`src/rtl/rv32i_pkg.sv`:
```
// rv32i_pkg
// Shared definitions for the RV32I data-memory arbiter slice:
//   - DMEM word-address and data width constants, and the default host lock length
//   - arb_state_t : arbiter priority/lock state
//   - rd_tag_t    : which port owns the read data returning next cycle
package rv32i_pkg;

  localparam int DMEM_ADDR_W   = 5;
  localparam int DMEM_DATA_W   = 32;
  localparam int DMEM_LOCK_MAX = 16;

  typedef enum logic [1:0] {
    PRI_CORE = 2'd0,
    PRI_HOST = 2'd1,
    LOCKED   = 2'd2
  } arb_state_t;

  typedef enum logic [1:0] {
    RT_NONE = 2'd0,
    RT_CORE = 2'd1,
    RT_HOST = 2'd2
  } rd_tag_t;

endpackage

```
`src/rtl/rv32i_dmem_rdret.sv`:
```
// rv32i_dmem_rdret
// Read-return steering for the DMEM arbiter. The owner of a read granted in
// the current cycle is recorded, and in the following cycle that port sees
// rvalid=1 with the live memory read data. Each port's rdata otherwise holds
// the last value it was handed.
// Ports:
//   clk, rst_n           clock, asynchronous active-low reset
//   c_rd, h_rd           core / host read granted this cycle
//   m_rdata              memory read data (valid the cycle after a read grant)
//   c_rvalid, c_rdata    core read return
//   h_rvalid, h_rdata    host read return
module rv32i_dmem_rdret
  import rv32i_pkg::*;
#(
  parameter int DATA_W = DMEM_DATA_W
) (
  input  logic              clk,
  input  logic              rst_n,
  input  logic              c_rd,
  input  logic              h_rd,
  input  logic [DATA_W-1:0] m_rdata,
  output logic              c_rvalid,
  output logic [DATA_W-1:0] c_rdata,
  output logic              h_rvalid,
  output logic [DATA_W-1:0] h_rdata
);

  rd_tag_t           tag_r;
  rd_tag_t           tag_next_s;
  logic [DATA_W-1:0] c_hold_r;
  logic [DATA_W-1:0] h_hold_r;

  // Decide which port owns the read data arriving next cycle.
  always_comb begin
    tag_next_s = RT_NONE;
    if (c_rd) begin
      tag_next_s = RT_CORE;
    end else if (h_rd) begin
      tag_next_s = RT_HOST;
    end else begin
      tag_next_s = RT_NONE;
    end
  end

  // Return tag and per-port held read data; reset drops any read in flight.
  always_ff @(posedge clk or negedge rst_n) begin
    if (!rst_n) begin
      tag_r    <= RT_NONE;
      c_hold_r <= {DATA_W{1'b0}};
      h_hold_r <= {DATA_W{1'b0}};
    end else begin
      tag_r <= tag_next_s;
      if (tag_r == RT_CORE) begin
        c_hold_r <= m_rdata;
      end
      if (tag_r == RT_HOST) begin
        h_hold_r <= m_rdata;
      end
    end
  end

  // The tagged port sees the memory output directly, so latency stays at one cycle.
  assign c_rvalid = (tag_r == RT_CORE);
  assign h_rvalid = (tag_r == RT_HOST);
  assign c_rdata  = c_rvalid ? m_rdata : c_hold_r;
  assign h_rdata  = h_rvalid ? m_rdata : h_hold_r;

endmodule

```
`src/rtl/rv32i_dmem_arbiter.sv`:
```
// rv32i_dmem_arbiter
// Shares the single-ported 32-word DMEM between the pipeline MEM stage (core
// port) and a host/debug port. At most one access is granted per cycle,
// round-robin on conflict. The host may lock the memory for up to LOCK_MAX
// consecutive grants, after which a waiting core is served first.
// Optional build macro: DMEM_ARB_STATS_EN adds saturating 16-bit counters
// stat_conflicts (cycles with both requesting) and stat_core_wait (cycles the
// core requested without a grant).
// Ports:
//   clk, RN                         clock, asynchronous active-low reset
//   c_req/c_we/c_addr/c_wdata       core request
//   c_gnt, c_rvalid, c_rdata        core grant (combinational) and read return
//   h_req/h_we/h_lock/h_addr/h_wdata host request with lock hold
//   h_gnt, h_rvalid, h_rdata        host grant (combinational) and read return
//   m_en/m_we/m_addr/m_wdata        memory access, issued in the grant cycle
//   m_rdata                         memory read data, one cycle after a read
module rv32i_dmem_arbiter
  import rv32i_pkg::*;
#(
  parameter int ADDR_W   = DMEM_ADDR_W,
  parameter int DATA_W   = DMEM_DATA_W,
  parameter int LOCK_MAX = DMEM_LOCK_MAX
) (
  input  logic              clk,
  input  logic              RN,
  input  logic              c_req,
  input  logic              c_we,
  input  logic [ADDR_W-1:0] c_addr,
  input  logic [DATA_W-1:0] c_wdata,
  output logic              c_gnt,
  output logic              c_rvalid,
  output logic [DATA_W-1:0] c_rdata,
  input  logic              h_req,
  input  logic              h_we,
  input  logic              h_lock,
  input  logic [ADDR_W-1:0] h_addr,
  input  logic [DATA_W-1:0] h_wdata,
  output logic              h_gnt,
  output logic              h_rvalid,
  output logic [DATA_W-1:0] h_rdata,
`ifdef DMEM_ARB_STATS_EN
  output logic [15:0]       stat_conflicts,
  output logic [15:0]       stat_core_wait,
`endif
  output logic              m_en,
  output logic              m_we,
  output logic [ADDR_W-1:0] m_addr,
  output logic [DATA_W-1:0] m_wdata,
  input  logic [DATA_W-1:0] m_rdata
);

  localparam int                CNT_W     = $clog2(LOCK_MAX + 1);
  // A grant taken with the counter at this value is the LOCK_MAX-th of the burst.
  localparam logic [CNT_W-1:0]  LOCK_LAST = CNT_W'(LOCK_MAX - 1);

  arb_state_t       state_r;
  arb_state_t       state_next_s;
  logic [CNT_W-1:0] lock_cnt_r;
  logic [CNT_W-1:0] lock_cnt_next_s;
  logic             c_win_s;
  logic             h_win_s;

  // Pick the winner for this cycle from the current priority/lock state.
  always_comb begin
    c_win_s = 1'b0;
    h_win_s = 1'b0;
    case (state_r)
      PRI_CORE: begin
        c_win_s = c_req;
        h_win_s = h_req & ~c_req;
      end
      PRI_HOST: begin
        h_win_s = h_req;
        c_win_s = c_req & ~h_req;
      end
      LOCKED: begin
        h_win_s = h_req;
        c_win_s = 1'b0;
      end
      default: begin
        c_win_s = 1'b0;
        h_win_s = 1'b0;
      end
    endcase
  end

  // Grants are suppressed while reset is held.
  assign c_gnt = c_win_s & RN;
  assign h_gnt = h_win_s & RN;

  // Round-robin hand-off after each grant; host lock bursts are bounded.
  always_comb begin
    state_next_s    = state_r;
    lock_cnt_next_s = lock_cnt_r;
    case (state_r)
      PRI_CORE, PRI_HOST: begin
        if (h_win_s) begin
          if (h_lock && (LOCK_MAX > 1)) begin
            state_next_s    = LOCKED;
            lock_cnt_next_s = CNT_W'(1);
          end else begin
            state_next_s    = PRI_CORE;
            lock_cnt_next_s = {CNT_W{1'b0}};
          end
        end else if (c_win_s) begin
          state_next_s = PRI_HOST;
        end else begin
          state_next_s = state_r;
        end
      end
      LOCKED: begin
        if (!h_req || !h_lock || (lock_cnt_r >= LOCK_LAST)) begin
          state_next_s    = PRI_CORE;
          lock_cnt_next_s = {CNT_W{1'b0}};
        end else begin
          state_next_s    = LOCKED;
          lock_cnt_next_s = lock_cnt_r + CNT_W'(1);
        end
      end
      default: begin
        state_next_s    = PRI_CORE;
        lock_cnt_next_s = {CNT_W{1'b0}};
      end
    endcase
  end

  // Arbiter state and lock counter.
  always_ff @(posedge clk or negedge RN) begin
    if (!RN) begin
      state_r    <= PRI_CORE;
      lock_cnt_r <= {CNT_W{1'b0}};
    end else begin
      state_r    <= state_next_s;
      lock_cnt_r <= lock_cnt_next_s;
    end
  end

  // Memory command mux; idle cycles drive zeros.
  always_comb begin
    m_en    = c_gnt | h_gnt;
    m_we    = 1'b0;
    m_addr  = {ADDR_W{1'b0}};
    m_wdata = {DATA_W{1'b0}};
    if (c_gnt) begin
      m_we    = c_we;
      m_addr  = c_addr;
      m_wdata = c_wdata;
    end else if (h_gnt) begin
      m_we    = h_we;
      m_addr  = h_addr;
      m_wdata = h_wdata;
    end else begin
      m_we    = 1'b0;
    end
  end

  rv32i_dmem_rdret #(
    .DATA_W (DATA_W)
  ) u_rdret (
    .clk      (clk),
    .rst_n    (RN),
    .c_rd     (c_gnt & ~c_we),
    .h_rd     (h_gnt & ~h_we),
    .m_rdata  (m_rdata),
    .c_rvalid (c_rvalid),
    .c_rdata  (c_rdata),
    .h_rvalid (h_rvalid),
    .h_rdata  (h_rdata)
  );

`ifdef DMEM_ARB_STATS_EN
  logic [15:0] conflicts_r;
  logic [15:0] core_wait_r;

  // Saturating contention statistics.
  always_ff @(posedge clk or negedge RN) begin
    if (!RN) begin
      conflicts_r <= 16'd0;
      core_wait_r <= 16'd0;
    end else begin
      if (c_req && h_req && (conflicts_r != 16'hFFFF)) begin
        conflicts_r <= conflicts_r + 16'd1;
      end
      if (c_req && !c_gnt && (core_wait_r != 16'hFFFF)) begin
        core_wait_r <= core_wait_r + 16'd1;
      end
    end
  end

  assign stat_conflicts = conflicts_r;
  assign stat_core_wait = core_wait_r;
`endif

endmodule
```
`config.mk`:
```
export PLATFORM = sky130hd
export DESIGN_NAME = rv32i_dmem_arbiter
export DESIGN_NICKNAME = d
export VERILOG_FILES = /design/src/rtl/rv32i_pkg.sv /design/src/rtl/rv32i_dmem_rdret.sv /design/src/rtl/rv32i_dmem_arbiter.sv
export SDC_FILE = /design/constraint.sdc
export NUM_CORES = 1
export LEC_CHECK = 0
export CAP_MARGIN = 20
export CELL_PAD_IN_SITES_DETAIL_PLACEMENT = 1
export CELL_PAD_IN_SITES_GLOBAL_PLACEMENT = 1
export CORE_ASPECT_RATIO = 0.7
export CORE_MARGIN = 2
export CORE_UTILIZATION = 31
export CTS_CLUSTER_DIAMETER = 200
export DETAILED_ROUTE_END_ITERATION = 8
export GPL_ROUTABILITY_DRIVEN = 0
export PLACE_DENSITY_LB_ADDON = 0.3
export SETUP_SLACK_MARGIN = 0.15
export SYNTH_ARGS = -nofsm -noshare
export SYNTH_HDL_FRONTEND = slang
export SYNTH_HIERARCHICAL = 1
export SYNTH_SLANG_ARGS = --single-unit
export TNS_END_PERCENT = 50
```
`constraint.sdc`:
```
create_clock -name clk -period 4.3 [get_ports clk]
set_input_delay 0.43 -clock clk [delete_from_list [all_inputs] [get_ports clk]]
set_output_delay 0.43 -clock clk [all_outputs]
set_load 0.01 [all_outputs]
```
==> summary.txt <==
outcome -> finished, final reports clean
Critical Path, Cell by Cell -> inv_1 > ha_1 > nor2b_1 > o211ai_2 > nor2_4 > a22o_1 > clkdlybuf4s50_1
final wirelength -> 12290 um
clock-pin slew on the worst setup and hold paths -> 60 ps
CP peak stage delay -> 670 ps
DRT iter0 DRCs -> 55
Critical Path RT -> 3870 ps
CTS tree -> done
Worst slew margin -> 36.33%
count leader, synth -> dfrtp_1
Leak -> 2.720 nW
fin nets -> 591
Initial Utilization -> 31.62%
Hold WC Path Type -> input pin to async pin
vias in the first global route -> 3282
worst slew pin tran -> 955.0 ps
clock sinks -> 73
clk_lat worst skew -> 330 ps
Gate Count Post-Synth -> 255
Post-CTS Setup Inserts -> 0
core area -> 11690 um^2
share of cells above drive strength 1 -> 19.12%
Worst Path Max Fanout -> 38
cell total after placement -> 617
Mapped Avg Cell Area -> 14.49 um^2
Area growth syn-to-layout -> 69.89%
largest delay contributor family on the critical path -> simple AND/OR/NAND/NOR gates
GR Util All Layers -> 19.05%
Setup Viol. Count Final -> 0
register area share after synthesis -> 49.44%
most common library cells after synthesis -> 73 x dfrtp_1, 58 x mux2_4, 40 x a22o_1
WP depth -> 7
CP arrival -> 3040 ps
IO buf count -> 219
leading area contributor after synthesis -> dfrtp_1
PwrDens -> 632.7 nW/um^2
number of core rows -> 33
Seq cells post-synth -> 73
TritonCTS buffer count -> 9
routed len/inst -> 19.41 um
crit path launch -> state_r[0]
yosys warns -> 6
Clock Tree Root -> clkbuf_16
RSZ-0062 raised after global routing -> false
Worst setup SP type -> flop
antenna cells -> 0
Hold Vio Cnt, Final -> 0
Worst VDD drop -> 0.2702 mV
width of the die -> 134.5 um
Worst Setup EP -> m_wdata[31]
worst path bufs/invs -> 2
first-pass GRT wire length -> 18500 um
Finished Layout Cells -> 633
setup slack, reg-to-reg -> 2240 ps
Max Clk Rate -> 288.3 MHz
die area -> 12820 um^2
initial antenna violation count -> 0
FF-to-FF Start -> lock_cnt_r[0]
Layout Skew -> 6.803 ps
Final min period -> 3469 ps
largest net degree at the start of global routing -> 74
vias after detailed routing -> 3019
capturing point of the worst reg2reg path -> lock_cnt_r[4]
ys async rst share -> 100.0%
PostCTS Resize Cnt -> 0
vias per cell -> 4.769
CP max-delay cell -> nor2_4
Post-synth EDFFs -> 0
Synth area leaders -> dfrtp_1 49%, mux2_4 24%, a22o_1 9.5%
Final Max Tran Viols -> 0
post-DP HPWL -> 9575 um
count of cell types in the netlist -> 36
CP Capture Type -> output port
Die Ht -> 95.34 um
Synth Net Count -> 375
FF-to-FF path depth -> 6
crit path kind -> flop to output port
Synth top area share -> 49.44%
fin crit share -> 80.68%
Post-DRT Antenna Nets -> 0
total grt overflow -> 0
final setup TNS -> 0 ps
Hold-fix buffers, CTS -> 0
Max Cap Viol -> 0
Mapped Area -> 3695 um^2
CTS Buffer Depth -> 2
H-tree lvl count -> 3
DRT Pass-1 Iters -> 4
DRC Markers -> 0
I/O Pins -> 220
most common flop cell mapped by yosys -> dfrtp_1
[layout make-up]
| class | count | area [um^2] |
|---|---|---|
| flip-flops and latches | 73 | 1827 |
| repair buffers | 223 | 2220 |
| fillers | 1186 | 5408 |
| multi-input cells | 157 | 1689 |
| inverters | 7 | 26.28 |
| clock buffers | 10 | 229.0 |
| well taps | 157 | 196.4 |
| clock inverters | 6 | 90.09 |
[routing by layer]
metal	share of wire (%)	vias to the layer above	routed length, um	track usage (%)
li1	-	1369	-	-
met1	40	1493	4920	22.81
met2	51	142	6262	32.99
met3	7.6	15	929	6.699
met4	1.4	0	172	4.912
met5	0	-	0	0
[power breakdown]
group	leakage, nW	internal (mW)	switching [mW]	total (mW)
combinational	1.69	1.27	0.792	2.06
sequential	0.879	1.00	0.112	1.12
clock	0.153	0.510	0.284	0.794
total	2.72	2.78	1.19	3.97
[worst min-delay path by stage]
stage / startpoint / end / slack [ps] / depth (start not counted)
2_1_floorplan: RN / lock_cnt_r[0] / 130 / 0
3_3_place_gp: u_rdret/c_hold_r[22] / u_rdret/c_hold_r[22] / 480 / 1
3_5_place_dp: u_rdret/c_hold_r[14] / u_rdret/c_hold_r[14] / 480 / 1
4_1_cts: RN / u_rdret/c_hold_r[25] / 420 / 2
5_1_grt: RN / u_rdret/c_hold_r[26] / 440 / 2
6_report: RN / u_rdret/h_hold_r[27] / 370 / 2
[state kept, by name, indices dropped and copies added, names as in the netlist]
name,flops
lock_cnt_r,5
state_r,2
u_rdret/c_hold_r,32
u_rdret/h_hold_r,32
u_rdret/tag_r,2
[cell families (layout without fill, tap and decap cells)]
kind of cell | Yosys count | in the layout | synth area share [%]
buf+inv | 25 | 246 | 5.114
flops | 73 | 73 | 49.44
simple gates | 28 | 28 | 4.538
fa+ha+maj | 7 | 7 | 2.370
compound gates | 58 | 58 | 13.14
mux | 64 | 64 | 25.40
[placed cells by master (no fill, tap or decap), types with 5 or more instances in the layout]
master and count:
nor2b_1 6, mux2_4 58, buf_4 5, mux2_2 6, clkdlybuf4s50_1 218, ha_1 7
a22o_1 40, clkbuf_16 9, inv_1 7, dfrtp_1 73
[per-stage QoR]
stage	cell area [um^2]	utilization, %	total power, mW	hold slack, ps	worst slack [ps]
floorplan	3695	-	2.139	134.4	2265
global placement	5958	50.99	3.146	475.5	963.6
detailed placement	5958	50.99	3.204	477.1	930.4
CTS	6277	53.72	4.035	417.2	766.6
global route	6277	53.72	4.199	440.5	604.0
finish	6277	53.72	3.972	370.7	830.8
Power figures use the tool's default switching activity.
